`config.mk`:
```
export PLATFORM = sky130hd
export DESIGN_NAME = sel_sequencer
export DESIGN_NICKNAME = d
export VERILOG_FILES = /design/src/rtl/sel_seq_pkg.sv /design/src/rtl/sel_seq_next.sv /design/src/rtl/sel_sequencer.sv
export SDC_FILE = /design/constraint.sdc
export NUM_CORES = 1
export LEC_CHECK = 0
export ABC_CLOCK_PERIOD_IN_PS = 2700
export CORE_ASPECT_RATIO = 1.1
export CORE_MARGIN = 1.5
export CORE_UTILIZATION = 35
export CTS_CLUSTER_SIZE = 25
export DETAILED_ROUTE_END_ITERATION = 8
export PLACE_DENSITY = 0.57
export SYNTH_ARGS = -nofsm -noshare
export SYNTH_HDL_FRONTEND = slang
export SYNTH_HIERARCHICAL = 1
export SYNTH_SLANG_ARGS = --single-unit
```
`constraint.sdc`:
```
create_clock -name clk -period 2.7 [get_ports clk]
set_input_delay 0.405 -clock clk [delete_from_list [all_inputs] [get_ports clk]]
set_output_delay 0.405 -clock clk [all_outputs]
set_load 0.01 [all_outputs]
```
`src/rtl/sel_seq_pkg.sv`:
```
// Shared types and helpers for the channel-select scan sequencer.
package sel_seq_pkg;

   typedef enum logic [1:0] {
      ST_IDLE = 2'd0,
      ST_SCAN = 2'd1,
      ST_DONE = 2'd2
   } state_t;

   localparam logic DIR_UP   = 1'b0;
   localparam logic DIR_DOWN = 1'b1;
   localparam int   NUM_CH   = 8;

   // Index of the lowest set bit; 0 when the vector is empty.
   function automatic logic [2:0] lowest_set(input logic [NUM_CH-1:0] m);
      logic [2:0] res;
      res = 3'd0;
      for (int i = NUM_CH - 1; i >= 0; i--) begin
         res = m[i] ? 3'(i) : res;
      end
      return res;
   endfunction

   function automatic logic [2:0] highest_set(input logic [NUM_CH-1:0] m);
      logic [2:0] res;
      res = 3'd0;
      for (int i = 0; i < NUM_CH; i++) begin
         res = m[i] ? 3'(i) : res;
      end
      return res;
   endfunction

   // First channel visited by a scan in the given direction.
   function automatic logic [2:0] first_idx(input logic [NUM_CH-1:0] m, input logic d);
      return (d == DIR_DOWN) ? highest_set(m) : lowest_set(m);
   endfunction

endpackage

```
`src/rtl/sel_seq_next.sv`:
```
// Finds the next enabled channel after the current index in scan order,
// flagging when none remains (scans never wrap).
module sel_seq_next
   import sel_seq_pkg::*;
(
   input  logic [NUM_CH-1:0] mask,
   input  logic [2:0]        idx,
   input  logic              dir,
   output logic [2:0]        nxt_idx,
   output logic              last
);

   logic [NUM_CH-1:0] above_s;
   logic [NUM_CH-1:0] below_s;

   // Enabled channels strictly above and strictly below the current index
   always_comb begin
      above_s = mask & (8'hFE << idx);
      below_s = mask & (8'h7F >> (3'd7 - idx));
   end

   // Pick the nearest candidate in the scan direction
   always_comb begin
      nxt_idx = idx;
      last    = 1'b1;
      if (dir == DIR_DOWN) begin
         nxt_idx = highest_set(below_s);
         last    = ~|below_s;
      end else begin
         nxt_idx = lowest_set(above_s);
         last    = ~|above_s;
      end
   end

endmodule

```
`src/rtl/sel_sequencer.sv`:
```
// Scans the enabled channels of a latched mask, holding each index for DWELL
// cycles, with hold/abort control and done/err status pulses.
module sel_sequencer
   import sel_seq_pkg::*;
#(
   parameter int DWELL = 1
)
(
   input  logic       clk,
   input  logic       rst_n,
   input  logic       start,
   input  logic       abort,
   input  logic       hold,
   input  logic       dir,
   input  logic [7:0] mask,
   output logic [2:0] sel,
   output logic       sel_valid,
   output logic       busy,
   output logic       done,
   output logic       err
);

   localparam logic [3:0] DWELL_LAST = 4'(DWELL - 1);

   state_t      state_r;
   state_t      next_state_s;
   logic [3:0]  cnt_r;
   logic [7:0]  mask_r;
   logic        dir_r;
   logic [2:0]  sel_r;
   logic        sel_valid_r;
   logic        busy_r;
   logic        done_r;
   logic        err_r;
   logic [2:0]  nxt_idx_s;
   logic        last_s;
   logic        accept_s;
   logic        expire_s;
   logic        advance_s;
   logic        busy_nxt_s;
   logic        done_nxt_s;
   logic        err_nxt_s;

   sel_seq_next u_next (
      .mask    (mask_r),
      .idx     (sel_r),
      .dir     (dir_r),
      .nxt_idx (nxt_idx_s),
      .last    (last_s)
   );

   // Qualifiers shared by the FSM and the datapath
   always_comb begin
      accept_s  = (state_r == ST_IDLE) && start && (mask != 8'h00);
      expire_s  = (cnt_r == DWELL_LAST);
      advance_s = (state_r == ST_SCAN) && !abort && !hold;
   end

   // FSM state register
   always_ff @(posedge clk or negedge rst_n) begin
      if (!rst_n) begin
         state_r <= ST_IDLE;
      end else begin
         state_r <= next_state_s;
      end
   end

   // FSM next-state logic; abort outranks hold
   always_comb begin
      next_state_s = state_r;
      case (state_r)
         ST_IDLE: begin
            if (accept_s) begin
               next_state_s = ST_SCAN;
            end else begin
               next_state_s = ST_IDLE;
            end
         end
         ST_SCAN: begin
            if (abort) begin
               next_state_s = ST_IDLE;
            end else if (advance_s && expire_s && last_s) begin
               next_state_s = ST_DONE;
            end else begin
               next_state_s = ST_SCAN;
            end
         end
         ST_DONE: begin
            next_state_s = ST_IDLE;
         end
         default: begin
            next_state_s = ST_IDLE;
         end
      endcase
   end

   // FSM output decode, computed one cycle ahead so the status flags are flops
   always_comb begin
      busy_nxt_s = 1'b0;
      done_nxt_s = 1'b0;
      err_nxt_s  = 1'b0;
      case (next_state_s)
         ST_SCAN: begin
            busy_nxt_s = 1'b1;
         end
         ST_DONE: begin
            done_nxt_s = 1'b1;
         end
         default: begin
            busy_nxt_s = 1'b0;
         end
      endcase
      if ((state_r == ST_IDLE) && start && (mask == 8'h00)) begin
         err_nxt_s = 1'b1;
      end else begin
         err_nxt_s = 1'b0;
      end
   end

   // Status output registers
   always_ff @(posedge clk or negedge rst_n) begin
      if (!rst_n) begin
         sel_valid_r <= 1'b0;
         busy_r      <= 1'b0;
         done_r      <= 1'b0;
         err_r       <= 1'b0;
      end else begin
         sel_valid_r <= busy_nxt_s;
         busy_r      <= busy_nxt_s;
         done_r      <= done_nxt_s;
         err_r       <= err_nxt_s;
      end
   end

   // Scan datapath: sel keeps its last value outside SCAN
   always_ff @(posedge clk or negedge rst_n) begin
      if (!rst_n) begin
         mask_r <= 8'h00;
         dir_r  <= 1'b0;
         sel_r  <= 3'd0;
         cnt_r  <= 4'd0;
      end else if (accept_s) begin
         mask_r <= mask;
         dir_r  <= dir;
         sel_r  <= first_idx(mask, dir);
         cnt_r  <= 4'd0;
      end else if (advance_s) begin
         if (expire_s) begin
            cnt_r <= 4'd0;
            if (!last_s) begin
               sel_r <= nxt_idx_s;
            end
         end else begin
            cnt_r <= cnt_r + 4'd1;
         end
      end else if ((state_r == ST_SCAN) && abort) begin
         cnt_r <= 4'd0;
      end
   end

   assign sel       = sel_r;
   assign sel_valid = sel_valid_r;
   assign busy      = busy_r;
   assign done      = done_r;
   assign err       = err_r;

endmodule
```
==> metrics.csv <==
stage;metric;value;unit
routing;DR DRC count;0;
timing;final worst setup slack;0.3472;ns
power_and_ir_drop;Pwr per Cell Area;859.2;nW/um2
critical_path;arrival time worst endpoint;2.50;ns
routing;Routed Antenna Nets;0;
min_path;worst min-delay path class;in2async;
critical_path;Crit path required time;2.85;ns
final_layout;n_diodes;0;
critical_path;Critical Path End;state_r[0];
final_layout;Total Nets Final;186;
final_layout;Final Cell Area;1718;um2
critical_path;CP Cell Sequence;nand2_1 > o22ai_1 > nand2b_1 > o22ai_1 > and3_1 > nor4b_1 > or2_2;
critical_path;family with the most delay on the worst path;simple AND/OR/NAND/NOR gates;
logic_synthesis;top cells by area, synth;dfrtp_1, mux2_2, nor2b_1;
routing;DR vias;1216;
critical_path;worst reg2reg startpoint;sel[1];
timing;Max Clk Rate;425.0;MHz
floorplanning;die height;69.34;um
cts;Clock Path Buffers;2;
critical_path;crit end category;flip-flop;
critical_path;Crit path largest cell delay;0.66;ns
critical_path;CP Class;reg2reg;
timing;Final Slew Violations;0;
place;DP Wirelength;2642;um
place;Placed Area;1672;um2
timing;post-route clock period utilization;87.14;%
logic_synthesis;Yosys reg bits;21;
logic_synthesis;syn_nets;160;
final_layout;P&R area growth vs syn;22.70;%
place;Placement Setup Slack;0.4443;ns
critical_path;most frequent CP cell;o22ai_1;
cts;Max H-tree Level;1;
logic_synthesis;Post-synth EDFFs;0;
logic_synthesis;Distinct cells, synth;47;
cts;CTS Sinks;21;
critical_path;R2R Setup Slk;0.35;ns
power_and_ir_drop;maximum vdd drop;0.0002795;V
final_layout;share of post-route cells with drive strength above 1;19.53;%
grt;vias in the first global route;1182;
logic_synthesis;Avg Cell Area, Syn;9.723;um2
routing;drt wl/cell;15.33;um
critical_path;cells on worst reg2reg path;7;
logic_synthesis;synth warn;6;
cts;postcts setup bufs;0;
critical_path;CP startpoint;sel[1];
timing;Tightest Pin Transition;0.6329;ns
routing;Vias/cell;5.553;
grt;GRT Overall Usage;15.90;%
logic_synthesis;Post-Syn Area;1400;um2
grt;largest net degree at the start of global routing;22;
grt;Congestion Overflow GR;0;
routing;Iteration-0 DRC Markers;70;
floorplanning;CORE AREA;3741;um2
timing;Final Setup Violations;0;
timing;Worst Skew;0.003258;ns
critical_path;Critical Path Stages;7;
logic_synthesis;Synth top cells by count;dfrtp_1, mux2_2, nor2_1;
cts;cts bufs inserted;3;
final_layout;FF/Latch Area;525.5;um2
critical_path;Worst path slowest cell;dfrtp_1;
critical_path;Buf/Inv on CP;0;
cts;Clock Pin Slew Worst Setup and Hold Paths;0.08;ns
cts;# resized after CTS;0;
critical_path;RR Endpoint;state_r[0];
floorplanning;Initial Util;37.42;%
flow_run;Max Cap Viol;0;
cts;Post-CTS Hold Buffers;0;
logic_synthesis;most common cell in the synthesized netlist;dfrtp_1;
floorplanning;DIE WIDTH;63.31;um
run_status;status;completed;
floorplanning;die area;4389;um2
cts;CTS tree;yes;
logic_synthesis;Syn Inst Count;144;
timing;RSZ-0062 raised after global routing;false;
final_layout;Finished Layout Cells;219;
routing;DRT Wirelength;3358;um
final_layout;# fillers;382;
logic_synthesis;Synth top area share;37.53;%
final_layout;Multi-input gate area;807.0;um2
cts;Clock Latency Late Sink;0.26;ns
place;Placed Cells;215;
logic_synthesis;asr flop ratio synth;100.0;%
floorplanning;# rows;23;
timing;Hold Vio Cnt, Final;0;
critical_path;CP max FO;14;
power_and_ir_drop;P_leak;0.7014;nW
floorplanning;I/O pins;21;
place;port bufs;20;
cts;Root Buffer;clkbuf_8;
logic_synthesis;Synth area leader;dfrtp_1;
place;routability cong.;0.8348;
logic_synthesis;Seq/Total Area, Yosys;37.53;%
critical_path;Worst setup SP type;flip-flop;
grt;initial antenna violation count;0;
timing;minimum clock period;2.353;ns
timing;Max-slew headroom;57.21;%
routing;TritonRoute pass-1 iters;4;
timing;TNS Setup;0;ns
logic_synthesis;Primary FF master, synth;dfrtp_1;
grt;wire length of the first global-routing pass;5568;um
-- metal layers --
layer	vias to the layer above	global-route usage, %	wire length, um
met5	-	0	0
met4	0	5.072	39
met3	4	1.461	53
met2	16	30.73	1883
met1	599	18.07	1382
li1	597	-	-
-- how the worst min path moves through the flow --
stage                   from         end
finish                 rst_n    cnt_r[3]
global route           rst_n  state_r[0]
CTS                    rst_n    cnt_r[3]
detailed placement  cnt_r[3]    cnt_r[3]
global placement    cnt_r[3]    cnt_r[3]
floorplan              rst_n        busy
-- registers in the layout, summed over array words and instances, names as in the netlist --
register and cells:
cnt_r 4, sel 3, done 1, state_r 2, dir_r 1, busy 1
err 1, mask_r 8
-- cells by family (layout without fill, tap and decap cells) --
| kind of cell | count (synthesis) | after routing | synth area share, % |
|---|---|---|---|
| AO/OA/AOI/OAI | 43 | 43 | 21.72 |
| AND/OR/NAND/NOR | 57 | 57 | 25.47 |
| multiplexers | 11 | 11 | 8.669 |
| flip-flops | 21 | 21 | 37.53 |
| adder cells (fa/ha/maj) | 2 | 2 | 1.787 |
| buffers and inverters | 10 | 35 | 4.825 |
-- through the flow --
step	power, mW	hold WS (ns)	util [%]
6_report	1.476	0.4845	45.92
5_1_grt	1.575	0.5231	45.92
4_1_cts	1.484	0.4943	45.92
3_5_place_dp	1.276	0.5400	44.68
3_3_place_gp	1.265	0.5382	44.68
2_1_floorplan	1.080	0.1094	-
-- layout by cell type, fill, tap and decap left out, types with 3 or more instances in the layout --
cell	Yosys	routed
dfrtp_1	21	21
clkdlybuf4s50_1	0	20
nor2_1	9	9
mux2_2	9	9
nand2_1	8	8
a21oi_1	7	7
nor2b_1	6	6
o21ai_0	6	6
nand2b_1	5	5
buf_4	2	5
inv_1	4	4
or2_2	4	4
a31oi_1	4	4
nand3_1	4	4
and3_1	3	3
a21o_1	3	3
nor3_1	3	3
clkbuf_8	0	3
o22ai_1	3	3
-- area by class of cell --
cell class,count,share of cell area [%]
Multi-Input combinational cell,113,46.98
Sequential cell,21,30.59
Timing Repair Buffer,26,15.00
Tap cell,50,3.642
Clock buffer,3,2.403
Inverter,5,1.092
Clock inverter,1,0.2913
-- where the power goes --
part | switching [mW] | total [mW] | leakage, nW | internal [mW]
Sequential | 0.176 | 0.577 | 0.262 | 0.402
Combinational | 0.326 | 0.695 | 0.414 | 0.370
Clock | 0.101 | 0.203 | 0.0255 | 0.103
Total | 0.602 | 1.48 | 0.701 | 0.874
Note: power is estimated with default switching activity, not from simulation.
